[src/rtl/cla_pkg.sv]
// Shared types and lookahead helpers for the pipelined carry-lookahead adder/subtractor.
package cla_pkg;

    localparam int unsigned CLA_MAX_BLOCK = 32;

    // Per-stage control record; overflow is meaningful only in the final stage.
    typedef struct packed {
        logic valid;
        logic carry;
        logic overflow;
    } stage_ctrl_t;

    function automatic int unsigned cla_stages(input int unsigned width, input int unsigned block);
        return (block == 0) ? 0 : width / block;
    endfunction

    // Sum-of-products lookahead carry into bit 'pos' of a group (generate = a&b, propagate = a|b).
    function automatic logic cla_carry_into(
        input logic [CLA_MAX_BLOCK-1:0] g,
        input logic [CLA_MAX_BLOCK-1:0] p,
        input logic                     cin,
        input int unsigned              pos
    );
        logic c;
        logic term;
        c = cin;
        for (int unsigned k = 0; k < CLA_MAX_BLOCK; k++) begin
            if (k < pos) c = c & p[k];
        end
        for (int unsigned j = 0; j < CLA_MAX_BLOCK; j++) begin
            if (j < pos) begin
                term = g[j];
                for (int unsigned k = j + 1; k < CLA_MAX_BLOCK; k++) begin
                    if (k < pos) term = term & p[k];
                end
                c = c | term;
            end
        end
        return c;
    endfunction

endpackage

[src/rtl/cla_block.sv]
// Combinational BLOCK-bit carry-lookahead group: sum, group generate/propagate and carry out.
module cla_block
    import cla_pkg::*;
#(
    parameter int unsigned BLOCK = 8
) (
    input  logic [BLOCK-1:0] a,
    input  logic [BLOCK-1:0] b,
    input  logic             cin,
    output logic [BLOCK-1:0] sum,
    output logic             grp_g,
    output logic             grp_p,
    output logic             cout
);

    logic [CLA_MAX_BLOCK-1:0] g_ext;
    logic [CLA_MAX_BLOCK-1:0] p_ext;

    always_comb begin
        g_ext = '0;
        p_ext = '0;
        g_ext[BLOCK-1:0] = a & b;
        p_ext[BLOCK-1:0] = a | b;
        sum = '0;
        for (int unsigned i = 0; i < BLOCK; i++) begin
            sum[i] = a[i] ^ b[i] ^ cla_carry_into(g_ext, p_ext, cin, i);
        end
        grp_g = cla_carry_into(g_ext, p_ext, 1'b0, BLOCK);
        grp_p = &p_ext[BLOCK-1:0];
        cout  = cla_carry_into(g_ext, p_ext, cin, BLOCK);
    end

endmodule

[src/rtl/pipelined_cla_addsub.sv]
// Pipelined carry-lookahead adder/subtractor, one BLOCK-bit group per stage, global-stall handshake.
// Optional CLA_SATURATE_EN: clamp o_sum to the signed limit on overflow in the final stage.
module pipelined_cla_addsub
    import cla_pkg::*;
#(
    parameter int unsigned WIDTH = 32,
    parameter int unsigned BLOCK = 8
) (
    input  logic             i_clk,
    input  logic             i_rst,
    input  logic             i_valid,
    output logic             o_ready,
    input  logic [WIDTH-1:0] i_add1,
    input  logic [WIDTH-1:0] i_add2,
    input  logic             i_sub,
    input  logic             i_carry,
    output logic             o_valid,
    input  logic             i_ready,
    output logic [WIDTH-1:0] o_sum,
    output logic             o_carry,
    output logic             o_overflow
);

    localparam int unsigned STAGES = cla_stages(WIDTH, BLOCK);

    if (BLOCK < 1) begin : g_bad_block
        $error("pipelined_cla_addsub: BLOCK must be at least 1");
    end else if (BLOCK > CLA_MAX_BLOCK) begin : g_big_block
        $error("pipelined_cla_addsub: BLOCK exceeds CLA_MAX_BLOCK");
    end else if ((WIDTH % BLOCK) != 0) begin : g_bad_width
        $error("pipelined_cla_addsub: WIDTH must be a multiple of BLOCK");
    end

    logic             advance;
    logic [WIDTH-1:0] eff_b;
    logic             eff_cin;

    // Stage inputs: operands shift right by BLOCK per stage, sum slices enter at the top and shift down.
    logic [WIDTH-1:0] st_a   [STAGES];
    logic [WIDTH-1:0] st_b   [STAGES];
    logic [WIDTH-1:0] st_s   [STAGES];
    logic [STAGES-1:0] st_c;
    logic [STAGES-1:0] st_v;

    logic [WIDTH-1:0] a_q    [STAGES];
    logic [WIDTH-1:0] b_q    [STAGES];
    logic [WIDTH-1:0] sum_q  [STAGES];
    stage_ctrl_t      ctrl_q [STAGES];

    logic [WIDTH-1:0] a_d    [STAGES];
    logic [WIDTH-1:0] b_d    [STAGES];
    logic [WIDTH-1:0] sum_d  [STAGES];
    stage_ctrl_t      ctrl_d [STAGES];

    logic [BLOCK-1:0]  blk_s [STAGES];
    logic [STAGES-1:0] blk_g;
    logic [STAGES-1:0] blk_p;
    logic [STAGES-1:0] blk_cout;

    assign advance    = i_ready | ~o_valid;
    assign o_ready    = advance;
    assign eff_b      = i_sub ? ~i_add2 : i_add2;
    assign eff_cin    = i_sub | i_carry;

    assign o_valid    = ctrl_q[STAGES-1].valid;
    assign o_carry    = ctrl_q[STAGES-1].carry;
    assign o_overflow = ctrl_q[STAGES-1].overflow;
    assign o_sum      = sum_q[STAGES-1];

    always_comb begin
        st_a[0] = i_add1;
        st_b[0] = eff_b;
        st_s[0] = '0;
        st_c    = '0;
        st_v    = '0;
        st_c[0] = eff_cin;
        st_v[0] = i_valid;
        for (int unsigned k = 1; k < STAGES; k++) begin
            st_a[k] = a_q[k-1];
            st_b[k] = b_q[k-1];
            st_s[k] = sum_q[k-1];
            st_c[k] = ctrl_q[k-1].carry;
            st_v[k] = ctrl_q[k-1].valid;
        end
    end

    for (genvar k = 0; k < STAGES; k++) begin : g_stage
        cla_block #(
            .BLOCK (BLOCK)
        ) u_blk (
            .a     (st_a[k][BLOCK-1:0]),
            .b     (st_b[k][BLOCK-1:0]),
            .cin   (st_c[k]),
            .sum   (blk_s[k]),
            .grp_g (blk_g[k]),
            .grp_p (blk_p[k]),
            .cout  (blk_cout[k])
        );
    end

`ifdef CLA_SATURATE_EN
    localparam logic [WIDTH-1:0] POS_LIMIT = {WIDTH{1'b1}} >> 1;
`endif

    always_comb begin
        for (int unsigned k = 0; k < STAGES; k++) begin
            a_d[k]   = st_a[k] >> BLOCK;
            b_d[k]   = st_b[k] >> BLOCK;
            sum_d[k] = (st_s[k] >> BLOCK) | (WIDTH'(blk_s[k]) << (WIDTH - BLOCK));
            ctrl_d[k].valid    = st_v[k];
            // Registered group carry comes from the group lookahead terms, not the bit ripple.
            ctrl_d[k].carry    = blk_g[k] | (blk_p[k] & st_c[k]);
            ctrl_d[k].overflow = st_a[k][BLOCK-1] ^ st_b[k][BLOCK-1] ^ blk_s[k][BLOCK-1] ^ blk_cout[k];
        end
`ifdef CLA_SATURATE_EN
        if (ctrl_d[STAGES-1].overflow) begin
            sum_d[STAGES-1] = st_a[STAGES-1][BLOCK-1] ? ~POS_LIMIT : POS_LIMIT;
        end
`endif
    end

    always_ff @(posedge i_clk) begin
        if (i_rst) begin
            for (int unsigned k = 0; k < STAGES; k++) begin
                ctrl_q[k] <= '0;
                a_q[k]    <= '0;
                b_q[k]    <= '0;
                sum_q[k]  <= '0;
            end
        end else if (advance) begin
            for (int unsigned k = 0; k < STAGES; k++) begin
                ctrl_q[k] <= ctrl_d[k];
                a_q[k]    <= a_d[k];
                b_q[k]    <= b_d[k];
                sum_q[k]  <= sum_d[k];
            end
        end
    end

endmodule

[config.mk]
export PLATFORM = sky130hd
export DESIGN_NAME = pipelined_cla_addsub
export DESIGN_NICKNAME = d
export VERILOG_FILES = /design/src/rtl/cla_pkg.sv /design/src/rtl/cla_block.sv /design/src/rtl/pipelined_cla_addsub.sv
export SDC_FILE = /design/constraint.sdc
export NUM_CORES = 1
export LEC_CHECK = 0
export ABC_AREA = 1
export ABC_CLOCK_PERIOD_IN_PS = 17500
export BUFFER_PORTS_ARGS = -buffer_cell sky130_fd_sc_hd__buf_4
export CORE_ASPECT_RATIO = 2
export CORE_MARGIN = 2
export CORE_UTILIZATION = 50
export CTS_CLUSTER_SIZE = 40
export DETAILED_ROUTE_END_ITERATION = 7
export PLACE_DENSITY = 0.8
export SETUP_SLACK_MARGIN = 0.02
export SYNTH_ARGS = -nofsm -noshare
export SYNTH_HDL_FRONTEND = slang
export SYNTH_SLANG_ARGS = --single-unit
[constraint.sdc]
create_clock -name i_clk -period 17.5 [get_ports i_clk]
set_input_delay 1.75 -clock i_clk [delete_from_list [all_inputs] [get_ports i_clk]]
set_output_delay 1.75 -clock i_clk [all_outputs]
set_load 0.01 [all_outputs]
; After elaboration in Yosys (flattened, before gate mapping)
; Memory sizes are Yosys's and may differ from the RTL's.
; Cells that the tools add are included.
[word_totals]
regBits = 0
ramBits = 332
inputBits = 70
n_memories = 4
output_inout_bits = 36
word_cells = 457
[memory_table]
columns = name, words, word_bits, rd, rd_ports_with_merged_regs, wr, line_no
row1 = sum_q, 4, 32, 4, 0, 4, pipelined_cla_addsub.sv:47  ; logic [WIDTH-1:0] sum_q [STAGES];
row2 = a_q, 4, 24, 3, 0, 4, pipelined_cla_addsub.sv:45  ; logic [WIDTH-1:0] a_q [STAGES];
row3 = b_q, 4, 24, 3, 0, 4, pipelined_cla_addsub.sv:46  ; logic [WIDTH-1:0] b_q [STAGES];
row4 = ctrl_q, 4, 3, 4, 0, 4, pipelined_cla_addsub.sv:48  ; stage_ctrl_t ctrl_q [STAGES];
[op_classes]
n_reduce_logical = 4
bitwise_logic = 427
muxes = 22
[ops]
columns = operator, n
row1 = $or A1 B1 Y1, 194
row2 = $mux W24, 8
row3 = $mux W32, 5
row4 = $and A1 B1 Y1, 148
row5 = $or A24 B32 Y32, 3
row6 = $xor A1 B1 Y1, 72
row7 = $and A8 B8 Y8, 4
row8 = $not A32 Y32, 1
row9 = $or A8 B8 Y8, 4
row10 = $reduce_and A8 Y1, 4
row11 = $mux W3, 4
row12 = $mux W1, 5
row13 = $not A1 Y1, 1

; Logic depth before layout (Yosys ltp)
; Gate-level depths: netlist of run 1.
[logic_depth]
word_depth = 21
depth_mapped = 15
mapped_depth_nobuf = 14

; Hierarchy
; A second synthesis of run 1 with hierarchy kept.
[hier_totals]
cells_unflattened = 1033
area_unflattened_um2 = 10113.4
[modules_own_cells]
columns = module, seq_area_each_um2, cells_each, n_inst, area_per_inst_um2
row1 = pipelined_cla_addsub, 5555.3, 609, 1, 7477.2
row2 = cla_block (g_stage[2].u_blk ...), 0.0, 106, 2, 650.6
row3 = cla_block (g_stage[1].u_blk), 0.0, 120, 1, 726.9
row4 = cla_block (g_stage[0].u_blk), 0.0, 92, 1, 608.1

; Least setup slack after synthesis of run 1
; OpenSTA, ideal clock, no wires.
[synth_timing]
kind = input to register
startpoint = input i_ready
endpoint = memory a_q[0][0] (netlist name), enable pin
path_stages = 2
path_slack_ns = 9.630
setup_time_ns = 1.952
t_required_ns = 15.548
path_buffers = 0
arrival_ns = 5.917
path_cell_list = inv_1 nand3_1
[synth_rtl]
columns = element, line_no
row1 = start: declaration, pipelined_cla_addsub.sv:18  ; input logic i_ready,
row2 = end: declaration, pipelined_cla_addsub.sv:45

; Final worst setup path of run 1
[layout_timing]
startpoint = input i_ready
endpoint = output o_ready
[layout_between]
elab_chain_len = 1
[layout_lines]
columns = element, line_no
row1 = $or A1 B1 Y1, pipelined_cla_addsub.sv:60  ; assign advance = i_ready | ~o_valid;
row2 = end: declaration, pipelined_cla_addsub.sv:12  ; output logic o_ready,
; No other way between the ends.

==> results of run 1 <==
## metrics by stage
step                cells  worst slack (ps)
global route         1218             13280
CTS                  1218             13450
detailed placement   1188             13040
global placement     1188             13170
finish               1218             13530
floorplan             886              9630
## critical path, delay by kind of cell
kind,cells,cell delay [ps]
buf+inv,3,360
simple gates,1,110
## layer usage
metal | vias to the layer above | GRT usage | wire length, um
met1 | 2550 | 0.166 | 5700
met3 | 16 | 0.0281 | 533
met2 | 132 | 0.280 | 7920
met5 | - | 0 | 0
li1 | 2911 | - | -
met4 | 0 | 0.0715 | 244
## power groups by stage
stage          clock, mW  combinational [mW]  sequential (mW)
3_3_place_gp           0               0.110            0.545
5_1_grt            0.404               0.131            0.541
4_1_cts            0.387               0.116            0.538
3_5_place_dp           0               0.115            0.547
2_1_floorplan          0              0.0749            0.548
6_report           0.379               0.115            0.538
## flip-flops by register name, summed over array words and instances, names as in the netlist
name,cells
a_q,48
sum_q,80
b_q,48
ctrl_q,9
## worst max-delay path by stage
stage,from,to,slack [ps],depth (start not counted)
floorplan,i_ready,a_q[0][0],9630,2
global placement,i_ready,sum_q[0][59],13170,9
detailed placement,i_ready,sum_q[0][59],13040,9
CTS,i_ready,sum_q[0][59],13450,9
global route,i_ready,sum_q[0][125],13280,9
finish,i_ready,o_ready,13530,4
## synth_stat cells (all sizes together)
master,count
nor2,182
o21ai,19
nand3b,1
nor3,2
a21o,1
or2,2
buf,20
or3b,1
nand4,3
nor3b,2
ha,64
nand3,12
xnor2,32
o21a,5
clkbuf,3
a31oi,1
fa,4
edfxtp,185
inv,249
xor2,5
a21oi,31
a21boi,1
nand2,61
## final cells by class
| cell class | count | area [um2] | share of cell area |
|---|---|---|---|
| Multi-Input combinational cell | 429 | 2650 | 0.245 |
| Tap cell | 216 | 270 | 0.0250 |
| Timing Repair Buffer | 109 | 818 | 0.0757 |
| Inverter | 249 | 935 | 0.0865 |
| Clock inverter | 12 | 151 | 0.0140 |
| Sequential cell | 185 | 5560 | 0.514 |
| Clock buffer | 18 | 429 | 0.0397 |
## kinds of logic (layout without fill, tap and decap cells)
group,after synthesis,in the layout,synth area share
buffers and inverters,272,388,0.114
xor gates and xnor gates,37,37,0.0351
DFF,185,185,0.602
adders and majority gates,68,68,0.0954
and+or+nand+nor,266,266,0.120
AOI/OAI and AO/OA,58,58,0.0339
## layout by cell type, fill, tap and decap left out, drive strengths merged
master,instances
inv,251
edfxtp,185
nor2,182
buf,109
ha,64
nand2,61
xnor2,32
a21oi,31
o21ai,19
clkbuf,18
nand3,12
xor2,5
o21a,5
fa,4
clkinvlp,4
nand4,3
bufinv,3
clkinv,3
nor3,2
nor3b,2
or2,2
a21boi,1
a21o,1
nand3b,1
a31oi,1
or3b,1
==> flow_summary.toml, run 1 <==
[status]
status = "completed"

[finish]
finalInstanceArea_um2 = 10800
fillCellCount = 1472
diodes = 0
final_util = 0.593
area_growth_pct = 17.0
drive_above_1_share = 0.162
nets = 1129

[cts]
cts_root_buffer = "clkbuf_16"
cts_tree = "done"
clock-sinks = 185
postCtsResizedCells = 0
insertion_delay_ps = 420
hold_buffers = 0
cts_max_level = 4
max-clock-path-buffers = 2
cts_made_buffers = 17
clkTransAtPathRegs_ps = 70
post-cts-setup-buffers = 0

[power]
clockPowerShare = 0.367
swShare = 0.225
p_int_mw = 0.799
p_leak_nw = 5.06
netSwitchingPower_mw = 0.232
vdd_ir_drop_max_mv = 0.0593
seq_power_share = 0.521
power_mw = 1.03
pwr-share-comb = 0.111
power_density_nw_per_um2 = 95.4

[global_route]
grtUsageTotal = 0.153
grt_pass1_wl_um = 23800
antenna_found_initial = 0
grt_max_degree = 108
grt_pass1_vias = 5520
grt-ovfl-total = 0

[die]
die-area_um2 = 19600
initial_core_util = 0.507
rows = 70
die_h_um = 196
core-area_um2 = 18200
io_pins = 106
dieWidth_um = 100

[synth]
ys_types = 33
ys_seq_area_frac = 0.602
synth.cell_area_um2 = 9240
postSynthCellCount = 886
syn_nets = 1024
synth-seq-cells = 185
yosys_warnings = 0
synth.area.top_cells = "edfxtp_1 60%, inv_1 9.8%, ha_1 8.7%"
yosysTopAreaCell = "edfxtp_1"
yosysTopAreaCellShare = 0.602
syn_avg_cell_area_um2 = 10.4

[setup_path]
worstReg2RegEnd = "sum_q[0][59]"
crit_type = "in -> out"
slowest_delay_ps = 160
cp_max_fo = 2
cpMostUsedCell = "buf_4"
cp-end-kind = "output pin"
worst_r2r_path_depth = 7
critPathLaunchType = "input pin"
reg2reg_slack_ps = 14640
crit_path_cell_trace = "buf_4 -> inv_1 -> nand2_1 -> buf_4"
r2r_start = "ctrl_q[0][11]"
cp.required_ps = 15750
worstPathArrival_ps = 2220
slowest_stage = "buf_4"

[sta]
max_freq_ghz = 0.252
relSlewSlack = 0.293
setup_tns_ps = 0
rsz0062_at_grt = "no"
finalHoldViolCount = 0
fin_crit_ps = 3970
whs_ps = 539
finalSetupViolCount = 0
timing.final.crit_share = 0.227
skew_ps = 11.2
drv_slew = 0
tightest_slew_ps = 1060

[placed_design]
numPortBuffers = 105
dpl.hpwl_um = 9700
gp_congestion = 0.835
placed_area_um2 = 10200

[routing]
drc = 0
vias = 5609
final_antenna_net_count = 0
route.detailed.wl_per_inst_um = 11.8
vias_per_cell = 4.61
dr.pass1.iters = 5
drtIter0Drc = 393
drt-total-wl_um = 14400

[hold_path]
min_path_cells = 2
worstHoldEndpoint = "sum_q[0][114]"
hold_start = "sum_q[0][90]"
hp-class = "reg -> reg"

[job]
drv_cap = 0
Note: power is estimated with default switching activity, not from simulation.
==> run 2, diff against run 1 <==
--- a/config.mk
+++ b/config.mk
@@ -6,7 +6,7 @@
 export NUM_CORES = 1
 export LEC_CHECK = 0
 export ABC_AREA = 1
-export ABC_CLOCK_PERIOD_IN_PS = 17500
+export ABC_CLOCK_PERIOD_IN_PS = 3800
 export BUFFER_PORTS_ARGS = -buffer_cell sky130_fd_sc_hd__buf_4
 export CORE_ASPECT_RATIO = 2
 export CORE_MARGIN = 2
==> constraint.sdc (replaced) <==
create_clock -name i_clk -period 3.8 [get_ports i_clk]
set_input_delay 0.38 -clock i_clk [delete_from_list [all_inputs] [get_ports i_clk]]
set_output_delay 0.38 -clock i_clk [all_outputs]
set_load 0.01 [all_outputs]
==> run 2 against run 1 <==
Compared with the run above:
- sequential power rose to 4.6 times the previous value
- combinational power rose to 4.6 times the previous value
- global-route usage down 0.083 points
- largest power group unchanged
- highest routed layer unchanged
==> flow_summary.toml, run 2 (synthesized netlist as in run 1, its figures left out) <==
[placed_design]
dpl.hpwl_um = 9700
numPortBuffers = 105
placed_cells = 1188
gp_congestion = 0.809

[setup_path]
reg2reg_slack_ps = 1810
crit_path_cell_trace = "nand2_1 -> nand2_4 -> inv_2 -> o21ai_0 -> a21oi_1"
cp.required_ps = 4060
critPathLaunchType = "register"
crit_type = "reg -> reg"
cp_max_fo = 64
worst_r2r_path_depth = 5
cp-end-kind = "register"
worstReg2RegEnd = "sum_q[0][123]"
r2r_start = "ctrl_q[0][11]"
slowest_delay_ps = 490
worstPathArrival_ps = 2250
cp-startpoint = "ctrl_q[0][11]"
slowest_stage = "inv_2"

[finish]
final_common_cell = "inv_1"
fin_cells = 1220
largest-register = "sum_q"
final_cell_mix = "241 x inv_1, 185 x edfxtp_1, 180 x nor2_1"
diodes = 0
fillCellCount = 1511
area_growth_pct = 16.7
nets = 1129
reg_top3 = "sum_q x80, a_q x48, b_q x48"
drive_above_1_share = 0.163
largest_reg_flops = 80

[global_route]
grt-ovfl-total = 0
grt_max_degree = 186
grtUsageTotal = 0.152
grt_pass1_vias = 5464
busiest_layer = "met2"
gr-usage-met1 = 0.155
antenna_found_initial = 0
grt_pass1_wl_um = 23400
use_met2 = 0.279
use_met3 = 0.0264

[power]
power_density_nw_per_um2 = 428
p_leak_nw = 5.06
power_mw = 4.62
vdd_ir_drop_max_mv = 0.290

[cts]
cts_tree = "done"
max-clock-path-buffers = 2
postCtsResizedCells = 0
cts_max_level = 4
insertion_delay_ps = 430
clkTransAtPathRegs_ps = 70
cts_root_buffer = "clkbuf_16"
clock-sinks = 185
post-cts-setup-buffers = 0
hold_buffers = 0
cts_made_buffers = 17

[die]
dieWidth_um = 100
initial_core_util = 0.507
rows = 70
core-area_um2 = 18200
die-area_um2 = 19600
io_pins = 106
die_h_um = 196

[routing]
drtIter0Drc = 318
vias_per_cell = 4.57
vias = 5576
dr.pass1.iters = 4
drc = 0
route.detailed.wl_per_inst_um = 11.5
drt-total-wl_um = 14000
final_antenna_net_count = 0

[sta]
tightest_slew_ps = 1080
finalSetupViolCount = 0
finalHoldViolCount = 0
rsz0062_at_grt = "no"
skew_ps = 10.8
setup_tns_ps = 0
timing.final.crit_share = 0.524
max_freq_ghz = 0.502
fin_crit_ps = 1990
relSlewSlack = 0.280
drv_slew = 0

[hold_path]
hp-class = "in -> reg"
min_path_cells = 3
hold_start = "i_add1[17]"
worstHoldEndpoint = "a_q[0][9]"

[status]
status = "completed"

[job]
drv_cap = 0
## run 2: cell types whose count changed in the layout (fill, tap and decap cells not counted), sizes merged
cell | before | now
clkinvlp | 4 | 2
inv | 251 | 256
bufinv | 3 | 0
clkinv | 3 | 5
## run 2: layout make-up
cell class / count / area, um2 / area share
flip-flops and latches: 185 / 5560 / 0.515
multi-input cells: 429 / 2650 / 0.246
inverters: 249 / 935 / 0.0867
repair buffers: 109 / 831 / 0.0771
clock buffers: 18 / 429 / 0.0398
well taps: 216 / 270 / 0.0251
clock inverters: 14 / 114 / 0.0106
## run 2: critical path, delay by kind of cell (launching register included)
family	cells	cell delay (ps)
AOI/OAI and AO/OA	2	330
buffers and inverters	1	490
DFF	1	450
and+or+nand+nor	2	520
## run 2: how the worst max path moves through the flow
| stage | cells past startpoint | slack, ps | to |
|---|---|---|---|
| floorplan | 2 | 1170 | a_q[0][0] |
| global placement | 13 | 1450 | sum_q[0][31] |
| detailed placement | 13 | 1390 | sum_q[0][31] |
| CTS | 5 | 1780 | sum_q[0][122] |
| global route | 5 | 1610 | sum_q[0][27] |
| finish | 5 | 1810 | sum_q[0][123] |
## run 2: where the power goes
part / switching, mW / internal [mW]
registers: 0.0531 / 2.42
logic: 0.293 / 0.233
clock network: 0.764 / 0.852
## run 2: per-layer routing
| layer | share of wire | vias to the layer above | wire length (um) |
|---|---|---|---|
| met5 | 0 | - | 0 |
| li1 | - | 2914 | - |
| met4 | 0.043 | 0 | 605 |
| met2 | 0.55 | 123 | 7670 |
| met1 | 0.37 | 2497 | 5210 |
| met3 | 0.036 | 42 | 502 |
## run 2: stage by stage
stage / area (um2) / util / hold slack, ps / setup WS [ps]
floorplan: 9250 / - / 519 / 1170
global placement: 10200 / 0.562 / 521 / 1450
detailed placement: 10200 / 0.562 / 530 / 1390
CTS: 10800 / 0.592 / 228 / 1780
global route: 10800 / 0.592 / 245 / 1610
finish: 10800 / 0.592 / 240 / 1810
